File: config.mk
export PLATFORM = sky130hd
export DESIGN_NAME = mem_port_arbiter
export DESIGN_NICKNAME = d
export VERILOG_FILES = /design/src/rtl/mem_port_arbiter.sv
export SDC_FILE = /design/constraint.sdc
export NUM_CORES = 1
export LEC_CHECK = 0
export CORE_ASPECT_RATIO = 0.75
export CORE_MARGIN = 1
export CORE_UTILIZATION = 45
export DETAILED_ROUTE_END_ITERATION = 10
export PLACE_DENSITY = 0.87
export SLEW_MARGIN = 20
export SYNTH_ARGS = -nofsm -noshare
export SYNTH_HDL_FRONTEND = slang
export SYNTH_SLANG_ARGS = --single-unit
File: constraint.sdc
create_clock -name clk -period 3.15 [get_ports clk]
set_input_delay 0.315 -clock clk [delete_from_list [all_inputs] [get_ports clk]]
set_output_delay 0.315 -clock clk [all_outputs]
set_load 0.01 [all_outputs]
File: src/rtl/mem_port_arbiter.sv
// mem_port_arbiter
// Shares the single memory port of the multicycle core between the
// instruction-fetch path and the load/store data path. Only one transaction is
// outstanding at a time, and the memory has a fixed latency. When both paths
// request in the same idle cycle, the grant alternates (round-robin).
//
// Ports
//   clk, reset        clock; synchronous active-high reset
//   i_req/i_addr      fetch request (read only)
//   i_ready           fetch accepted this cycle when i_req & i_ready
//   i_valid/i_rdata   one-cycle fetch response; i_rdata holds between pulses
//   d_req/d_we/d_addr/d_wdata  load (d_we=0) or store (d_we=1) request
//   d_ready           data request accepted this cycle when d_req & d_ready
//   d_valid/d_rdata   one-cycle load data / store ack (d_rdata=0 for stores)
//   mem_en/mem_we/mem_addr/mem_wdata/mem_rdata  fixed-latency memory port
//   busy              high whenever the FSM is not IDLE
//   state_dbg         current FSM state (IDLE=0, ACCESS=1, DONE=2)
//
// Handshake: a requester holds req (with its address/data) until it sees
// ready high in the same cycle; that cycle is the accept. Dropping req before
// the accept cancels the request with no side effects. The response is a
// single valid pulse MEM_LATENCY+1 cycles after the accept, with no back-pressure.
module mem_port_arbiter #(
  parameter int ADDR_W      = 32,
  parameter int DATA_W      = 32,
  parameter int MEM_LATENCY = 4
) (
  input  logic              clk,
  input  logic              reset,
  input  logic              i_req,
  input  logic [ADDR_W-1:0] i_addr,
  output logic              i_ready,
  output logic              i_valid,
  output logic [DATA_W-1:0] i_rdata,
  input  logic              d_req,
  input  logic              d_we,
  input  logic [ADDR_W-1:0] d_addr,
  input  logic [DATA_W-1:0] d_wdata,
  output logic              d_ready,
  output logic              d_valid,
  output logic [DATA_W-1:0] d_rdata,
  output logic              mem_en,
  output logic              mem_we,
  output logic [ADDR_W-1:0] mem_addr,
  output logic [DATA_W-1:0] mem_wdata,
  input  logic [DATA_W-1:0] mem_rdata,
  output logic              busy,
  output logic [1:0]        state_dbg
);

  typedef enum logic [1:0] {
    IDLE   = 2'd0,
    ACCESS = 2'd1,
    DONE   = 2'd2
  } state_t;

  localparam logic [3:0] CNT_INIT = 4'(MEM_LATENCY - 1);

  state_t            state;
  logic [3:0]        cnt;
  logic              owner_d;    // 1 = current transaction belongs to data path
  logic              last_d;     // 1 = last grant went to data path
  logic              we_q;
  logic [ADDR_W-1:0] addr_q;
  logic [DATA_W-1:0] wdata_q;
  logic [DATA_W-1:0] i_rdata_q;
  logic [DATA_W-1:0] d_rdata_q;
  logic              grant_i;
  logic              grant_d;

  // Ready is gated by reset so requests held through reset are not accepted
  // until the first cycle after it deasserts. On a tie the requester that
  // did not win last time is granted.
  always_comb begin
    grant_i = (state == IDLE) && !reset && i_req && (!d_req || last_d);
    grant_d = (state == IDLE) && !reset && d_req && (!i_req || !last_d);
  end

  assign i_ready   = grant_i;
  assign d_ready   = grant_d;
  assign mem_en    = (state == ACCESS);
  assign mem_we    = (state == ACCESS) && we_q;
  assign mem_addr  = addr_q;
  assign mem_wdata = wdata_q;
  assign i_valid   = (state == DONE) && !owner_d;
  assign d_valid   = (state == DONE) && owner_d;
  assign i_rdata   = i_rdata_q;
  assign d_rdata   = d_rdata_q;
  assign busy      = (state != IDLE);
  assign state_dbg = state;

  always_ff @(posedge clk) begin
    if (reset) begin
      state     <= IDLE;
      cnt       <= '0;
      owner_d   <= 1'b0;
      last_d    <= 1'b1;
      we_q      <= 1'b0;
      addr_q    <= '0;
      wdata_q   <= '0;
      i_rdata_q <= '0;
      d_rdata_q <= '0;
    end else begin
      case (state)
        IDLE: begin
          if (grant_i) begin
            addr_q  <= i_addr;
            we_q    <= 1'b0;
            wdata_q <= '0;
            owner_d <= 1'b0;
            last_d  <= 1'b0;
            cnt     <= CNT_INIT;
            state   <= ACCESS;
          end else if (grant_d) begin
            addr_q  <= d_addr;
            we_q    <= d_we;
            wdata_q <= d_wdata;
            owner_d <= 1'b1;
            last_d  <= 1'b1;
            cnt     <= CNT_INIT;
            state   <= ACCESS;
          end
        end
        ACCESS: begin
          // cnt == 0 marks the last access cycle: read data is stable now.
          if (cnt == 4'd0) begin
            if (owner_d) begin
              d_rdata_q <= we_q ? '0 : mem_rdata;
            end else begin
              i_rdata_q <= mem_rdata;
            end
            state <= DONE;
          end else begin
            cnt <= cnt - 4'd1;
          end
        end
        DONE: begin
          state <= IDLE;
        end
        default: begin
          state <= IDLE;
        end
      endcase
    end
  end

endmodule

# Yosys cells after proc, flatten, opt, wreduce, memory -nomap -nowiden
# Index checks and enable logic that the tools add are counted.
[totals] elab_cells=58 mem_count=0 ram_bits=0 latchBits=0 inputBits=133 rom_bits=0 reg_bits=137
[classes] n_mux=17 div_mod_pow=0 eq_ne=5 n_lt_le_gt_ge=0 addsub=1 n_mul=0 n_reduce_logical=25 bitwise_logic=1 shift=0
[ops] cell="32-bit 2-to-1 mux" n=5
[ops] cell="4-bit 2-to-1 mux" n=3
[ops] cell="3-bit AND reduction" n=3
[ops] cell="1-bit logical AND" n=8
[ops] cell="4-bit one-hot mux with 2 select lines" n=1
[ops] cell="2-bit 2-to-1 mux" n=3
[ops] cell="2-bit nonzero test" n=3
[ops] cell="1-bit logical NOT" n=5
[ops] cell="4-bit logical NOT" n=1
[ops] cell="1-bit 2-to-1 mux" n=4
[ops] cell="2-bit one-hot mux with 2 select lines" n=1
[ops] cell="2-bit AND reduction" n=2
[ops] cell="4-bit by 1-bit subtractor with 4-bit output, second input constant" n=1
[ops] cell="3-bit != test, second input constant" n=1
[ops] cell="2-bit by 1-bit == test with 1-bit output, second input constant" n=1
[ops] cell="2-bit == test, second input constant" n=1
[ops] cell="2-bit logical NOT" n=1
[ops] cell="1-bit logical OR" n=2
[ops] cell="2-bit by 1-bit != test with 1-bit output, second input constant" n=1
[ops] cell="2-bit != test, second input constant" n=1
[ops] cell="1-bit inverter" n=1

# Depth between registers and ports, before layout
# Gate-level depths: netlist of the first run.
[depth] ltp_word=7 mapped_depth=7 depth_no_buf=5

# Worst setup path before layout of the first run
# Ideal clock, no wire load.
[synth_timing] path_kind="reg-to-output" from="reg state[1] (netlist: state_dbg[1])" to="out i_ready" n_path_buf=3 t_arrival_ns=1.581 path_stages_with_launch=7 setup_slack_ns=1.254 cell_sequence="dfxtp_1 buf_6 or3_4 buf_6 or3_1 buf_6 inv_1"
[synth_via] elab_chain_len=4
[synth_rtl] item="start, declared" line_no="59" source="state_t state;"
[synth_rtl] item="start signal, assigned" line_no="94" source="state <= IDLE;"
[synth_rtl] item="start signal, assigned" line_no="113" source="state <= ACCESS;"
[synth_rtl] item="start signal, assigned" line_no="121" source="state <= ACCESS;"
[synth_rtl] item="2-bit logical NOT" line_no="75" source="grant_i = (state == IDLE) && !reset && i_req && (!d_req || last_d);"
[synth_rtl] item="1-bit logical AND (3 in a row)" line_no="75"
[synth_rtl] item="end, declared" line_no="32" source="output logic i_ready,"
# Every way passes these cells.

# Worst setup path after layout of the first run
# Ends and elaborated chain as after synthesis.

==> results of run 1 <==
-- how the worst min path moves through the flow --
stage | start | end | slack [ns] | depth (start not counted)
2_1_floorplan | d_wdata[19] | mem_wdata[19]$_SDFFE_PP0P_ | 0.45 | 1
3_3_place_gp | mem_wdata[0]$_SDFFE_PP0P_ | mem_wdata[0]$_SDFFE_PP0P_ | 0.46 | 1
3_5_place_dp | mem_wdata[10]$_SDFFE_PP0P_ | mem_wdata[10]$_SDFFE_PP0P_ | 0.46 | 1
4_1_cts | reset | last_d$_SDFFE_PP1P_ | 0.29 | 4
5_1_grt | reset | last_d$_SDFFE_PP1P_ | 0.31 | 4
6_report | reset | last_d$_SDFFE_PP1P_ | 0.31 | 4
-- power groups by stage --
stage,Clock [mW],Sequential (mW),Combinational [mW]
floorplan,0,2.04,0.493
global placement,0,1.99,1.08
detailed placement,0,2.00,1.11
CTS,2.08,1.97,1.11
global route,2.16,1.98,1.19
finish,2.05,1.97,1.12
-- routing by layer --
layer,track usage [%],up-vias,part of all wire [%]
met5,0,-,0
met4,14.3,0,3.6
met3,7.78,55,8.2
met2,47.2,328,48
met1,31.8,2836,40
li1,-,2750,-
-- through the flow --
| stage | std cells | worst slack (ns) |
|---|---|---|
| floorplan | 613 | 1.25 |
| global placement | 991 | 0.804 |
| detailed placement | 991 | 0.790 |
| CTS | 1023 | 0.486 |
| global route | 1023 | 0.418 |
| finish | 1023 | 0.497 |
-- worst min-delay path, cell delays in order --
cell and delay, ns:
buf_4 0.10, nor3_2 0.04, nand2_1 0.12, a21oi_1 0.08
-- cells in the mapped netlist, types with 2 or more instances --
library cell and n:
o21ai_0 64, clkbuf_1 59, nor3b_1 2, buf_6 6
a31oi_1 2, nand2b_1 65, nand4b_1 32, nor3_1 6
dfxtp_1 137, nor4_1 32, mux2i_1 32, nor2_1 4
ha_1 2, inv_1 5, a22o_1 33, nand3_1 32
a31o_2 2, buf_2 6, a311oi_1 32, a21oi_1 37
nor2b_1 4, nand2_1 3
-- sequential cells by signal (all words and copies together), names as in the netlist --
signal,cells
owner_d,1
mem_addr,32
i_rdata,32
we_q,1
state_dbg,2
last_d,1
cnt,4
mem_wdata,32
d_rdata,32
-- layout make-up --
class                      instances  area share (%)
clock inverter                    13            1.82
tap                              166            2.27
timing repair buffer             283            30.6
inverter                           6           0.246
sequential                       137            30.0
clock buffer                      19            4.84
multi-input combinational        399            30.2
-- cell families (layout without fill, tap and decap cells) --
kind of cell,after synthesis,in the layout,synth area share [%]
compound gates,175,175,19.8
fa+ha+maj,2,2,0.431
buf+inv,77,321,5.88
flops,137,137,47.2
mux,32,32,5.51
simple gates,190,190,21.2
==> flow_summary_export.csv, run 1 <==
group,metric,value,unit
clocking,cts_hold_buf,0,
synthesis,synth_area_leaders,"dfxtp_1 47%, nand2b_1 7.0%, mux2i_1 5.5%",
floorplan,start_util,46.7,%
setup_path,cp-startpoint,"state_dbg[1]$_SDFFE_PP0P_",
layout,fin_nets,979,
global_route,grt_pass1_vias,5846,
synthesis,avgSynthCellArea,9.47,sq um
clocking,clkTransAtPathRegs,0.06,ns
detailed_routing,wl_per_cell,18.5,microns
setup_path,cp_top_family,"simple AND/OR/NAND/NOR gates",
synthesis,syn_nets,748,
clocking,cts_root_buf,"clkbuf_16",
layout,post-route-util,73.5,%
sta,finalCriticalPeriod,2.65,ns
detailed_routing,first_pass_iters,5,
layout,synthToLayoutAreaGrowth,57.5,%
flow_run,cap_violations,0,
synthesis,ys_seq_elements,137,
synthesis,async_reset_ff_share,0,%
power,switching_power,1.41,mW
sta,holdWs,0.308,ns
layout,multi_input_area,2760,sq um
placed_design,gp_congestion,0.876,
floorplan,die_h,100,microns
worst_hold_path,hold_class,"primary input to flop",
floorplan,ios,270,
detailed_routing,drt_iter0_markers,392,
power,combPwrFrac,21.8,%
clocking,cts_inserted_buffers,17,
sta,rsz0062_at_grt,"false",
setup_path,reg2reg_depth,4,
setup_path,crit_slowest_cell,"clkdlybuf4s50_1",
sta,worstMarginPinSlew,0.843,ns
power,vdd.ir_drop.worst,0.411,mV
floorplan,coreArea,12400,sq um
synthesis,yosysTopAreaCellShare,47.2,%
setup_path,crit_buf_inv,2,
clocking,htreeDepth,4,
setup_path,cp.arrival,2.34,ns
clocking,cts-resized-gates,0,
sta,finalSetupViolCount,0,
clocking,cts_tree,"yes",
detailed_routing,postRouteAntennaNets,0,
setup_path,max_stage_delay,0.55,ns
setup_path,crit_chain,"or3_4 > or3_1 > inv_1 > clkdlybuf4s50_1",
setup_path,start_kind,"flop",
detailed_routing,finalWirelength,18900,microns
sta,min_period_over_period,84.2,%
detailed_routing,route.detailed.drc,0,
setup_path,worstPathMaxFanout,11,
power,p_leak,3.10,nW
floorplan,die_w,133,microns
sta,finalHoldViolations,0,
synthesis,yosysTopAreaCell,"dfxtp_1",
global_route,antenna_found_initial,0,
layout,final_common_cell,"clkdlybuf4s50_1",
setup_path,r2r-start,"state_dbg[0]$_SDFFE_PP0P_",
synthesis,synth_cell_types,38,
synthesis,syn-cell-area,5810,sq um
synthesis,ys_warn_count,0,
global_route,grt_max_degree,138,
layout,antennaDiodeCount,0,
run_status,status,"complete, no violations",
layout,post_route_cells_drive_above_1_share,7.12,%
setup_path,endpoint_kind,"output pin",
setup_path,r2r-end,"d_rdata[31]$_SDFFE_PP0P_",
synthesis,ys_seq_area_share,47.2,%
setup_path,endpoint,"i_ready",
clocking,cts_buffer_depth,2,
setup_path,regToRegSetupSlack,1.00,ns
global_route,gr-usage-all-layers,27.6,%
sta,fin_skew,0.00906,ns
setup_path,crit_cells,4,
clocking,clock_latency,0.40,ns
sta,report.final.slew_viol_count,0,
power,internal-power,3.72,mW
placed_design,portBuffers,269,
power,swShare,27.5,%
global_route,overflow,0,
placed_design,place_area,8530,sq um
layout,stdcell_area,9150,sq um
layout,seq_area,2740,sq um
power,seq_power_share,38.3,%
synthesis,ys.flop_type,"dfxtp_1",
detailed_routing,vias,5969,
floorplan,dieArea,13400,sq um
power,power,5.13,mW
setup_path,worstSetupPathType,"flop to output pin",
sta,fmax,377,MHz
synthesis,syn_inst,613,
sta,finalSetupTns,0,ns
global_route,grt_pass1_wl,29300,microns
clocking,cts_sinks,137,
detailed_routing,viasPerCell,5.83,
placed_design,post-dp-hpwl,12900,microns
synthesis,synth_edf_count,0,
power,powerDensity,561,nW/um^2
power,clkPwrFrac,39.9,%
floorplan,placementRows,35,
layout,fill_cells,887,
sta,max-slew-margin-rel,43.8,%
clocking,cts_setup_buffers,0,
setup_path,worstPathRequired,2.83,ns
layout,final_cell_mix,"268 x clkdlybuf4s50_1, 137 x dfxtp_1, 64 x nand2b_1, 64 x o21ai_0, 36 x a21oi_1",
Note: power is estimated with default switching activity, not from simulation.
==> run 2, diff against run 1 <==
CORE_UTILIZATION = 41   (was 45)
PLACE_DENSITY = 0.8   (was 0.87)
clock period = 2.5 ns   (was 3.15 ns; I/O delays follow)
==> run 2 against run 1 <==
Sequential power rose by 25%. Die area rose by 9.6%. Via count fell by 0.90%. Cell area rose by 0.63%. Critical path type unchanged. First-iteration DRC count fell by 13%. Core utilization fell by 6.6 points. Clock power rose by 24%. Sequential share of layout area fell by 0.19 points. Critical path depth did not move. Clock-buffer cell count fell by 2. Register-to-register slack got worse by 0.24 ns. Clock skew rose by 0.0033 ns.
==> flow_summary_export.csv, run 2 (synthesis results as in run 1) <==
group,metric,value,unit
setup_path,worstPathRequired,2.25,ns
sta,finalHoldViolations,0,
setup_path,r2r-start,"cnt[0]$_SDFFE_PP0P_",
layout,final_common_cell,"clkdlybuf4s50_1",
clocking,cts_hold_buf,0,
floorplan,coreArea,13700,sq um
floorplan,start_util,42.2,%
power,power,6.46,mW
detailed_routing,wl_per_cell,17.8,microns
detailed_routing,viasPerCell,5.69,
global_route,grt_max_degree,85,
setup_path,r2r-end,"i_rdata[16]$_SDFFE_PP0P_",
floorplan,die_w,139,microns
worst_hold_path,hold_class,"primary input to flop",
sta,rsz0062_at_grt,"false",
sta,fin_skew,0.0124,ns
clocking,cts_buffer_depth,2,
global_route,antenna_found_initial,0,
floorplan,placementRows,37,
global_route,gr-usage-all-layers,24.9,%
global_route,grt_pass1_wl,29200,microns
detailed_routing,postRouteAntennaNets,0,
setup_path,endpoint,"i_ready",
setup_path,reg2reg_depth,6,
clocking,cts_tree,"yes",
detailed_routing,vias,5915,
flow_run,cap_violations,0,
floorplan,ios,270,
detailed_routing,drt_iter0_markers,340,
setup_path,regToRegSetupSlack,0.76,ns
clocking,cts_root_buf,"clkbuf_16",
sta,min_period_over_period,95.6,%
setup_path,worstSetupPathType,"flop to output pin",
run_status,status,"complete, no violations",
setup_path,cp.arrival,2.14,ns
clocking,clock_latency,0.41,ns
floorplan,die_h,105,microns
detailed_routing,route.detailed.drc,0,
sta,worstMarginPinSlew,0.701,ns
sta,finalCriticalPeriod,2.39,ns
power,vdd.ir_drop.worst,0.476,mV
sta,max-slew-margin-rel,53.2,%
clocking,cts-resized-gates,0,
clocking,cts_sinks,137,
sta,finalSetupViolCount,0,
clocking,cts_inserted_buffers,17,
sta,finalSetupTns,0,ns
power,powerDensity,701,nW/um^2
power,p_leak,3.13,nW
detailed_routing,first_pass_iters,5,
layout,post_route_cells_drive_above_1_share,7.99,%
setup_path,cp-startpoint,"state_dbg[1]$_SDFFE_PP0P_",
clocking,htreeDepth,4,
placed_design,portBuffers,269,
global_route,grt_pass1_vias,5751,
setup_path,start_kind,"flop",
floorplan,dieArea,14700,sq um
layout,final_cell_mix,"268 x clkdlybuf4s50_1, 137 x dfxtp_1, 65 x nand2b_1, 64 x o21ai_0, 36 x a21oi_1",
detailed_routing,finalWirelength,18500,microns
layout,antennaDiodeCount,0,
layout,fin_nets,986,
sta,report.final.slew_viol_count,0,
setup_path,endpoint_kind,"output pin",
clocking,clkTransAtPathRegs,0.05,ns
layout,synthToLayoutAreaGrowth,58.4,%
placed_design,post-dp-hpwl,12800,microns
setup_path,worstPathMaxFanout,3,
sta,fmax,418,MHz
placed_design,gp_congestion,0.812,
global_route,overflow,0,
clocking,cts_setup_buffers,0,
==> run 2: cell types whose count changed in the layout (fill, tap and decap cells not counted), moves of 2 or more <==
cell	delta
inv_8	+4
buf_4	+8
clkinv_2	-2
clkinv_4	+2
==> run 2: worst min path at each step <==
stage | from | endpoint | slack, ns | depth (start not counted)
3_3_place_gp | mem_wdata[11]$_SDFFE_PP0P_ | mem_wdata[11]$_SDFFE_PP0P_ | 0.46 | 1
6_report | reset | last_d$_SDFFE_PP1P_ | 0.36 | 5
2_1_floorplan | d_wdata[19] | mem_wdata[19]$_SDFFE_PP0P_ | 0.38 | 1
4_1_cts | reset | last_d$_SDFFE_PP1P_ | 0.36 | 5
5_1_grt | reset | last_d$_SDFFE_PP1P_ | 0.39 | 5
3_5_place_dp | mem_wdata[2]$_SDFFE_PP0P_ | mem_wdata[2]$_SDFFE_PP0P_ | 0.46 | 1
==> run 2: critical path: stages, from the launching register on <==
cell	delay, ns
dfxtp_1	0.31
or3_4	0.38
or3_1	0.38
inv_1	0.10
clkdlybuf4s50_1	0.57
==> run 2: per-stage QoR <==
stage	setup slack (ns)	instances	hold slack (ns)	area, sq um	util, %
6_report	0.109	1039	0.363	9200	66.9
2_1_floorplan	0.642	613	0.383	5810	-
3_5_place_dp	0.328	1007	0.456	8590	62.5
4_1_cts	0.0329	1039	0.360	9200	66.9
3_3_place_gp	0.357	1007	0.456	8590	62.5
5_1_grt	0.0234	1039	0.392	9200	66.9
==> run 2: layout make-up <==
| cell class | count | area, sq um |
|---|---|---|
| flip-flops and latches | 137 | 2740 |
| repair buffers | 290 | 2850 |
| fillers | 1052 | 4550 |
| multi-input cells | 399 | 2760 |
| inverters | 6 | 22.5 |
| clock buffers | 17 | 425 |
| well taps | 175 | 219 |
| clock inverters | 15 | 181 |
==> run 2: layer usage <==
layer	part of all wire [%]	global-route usage, %	wire length [microns]
met1	41	29.8	7480
met2	48	41.7	8940
met3	8.6	7.56	1580
met4	2.5	9.60	459
met5	0	0	0
==> run 2: power breakdown <==
group	internal, mW	leakage [nW]	switching (mW)	total (mW)
combinational	0.738	1.73	0.697	1.44
clock	1.51	0.293	1.04	2.55
sequential	2.36	1.12	0.106	2.47
total	4.61	3.13	1.84	6.46
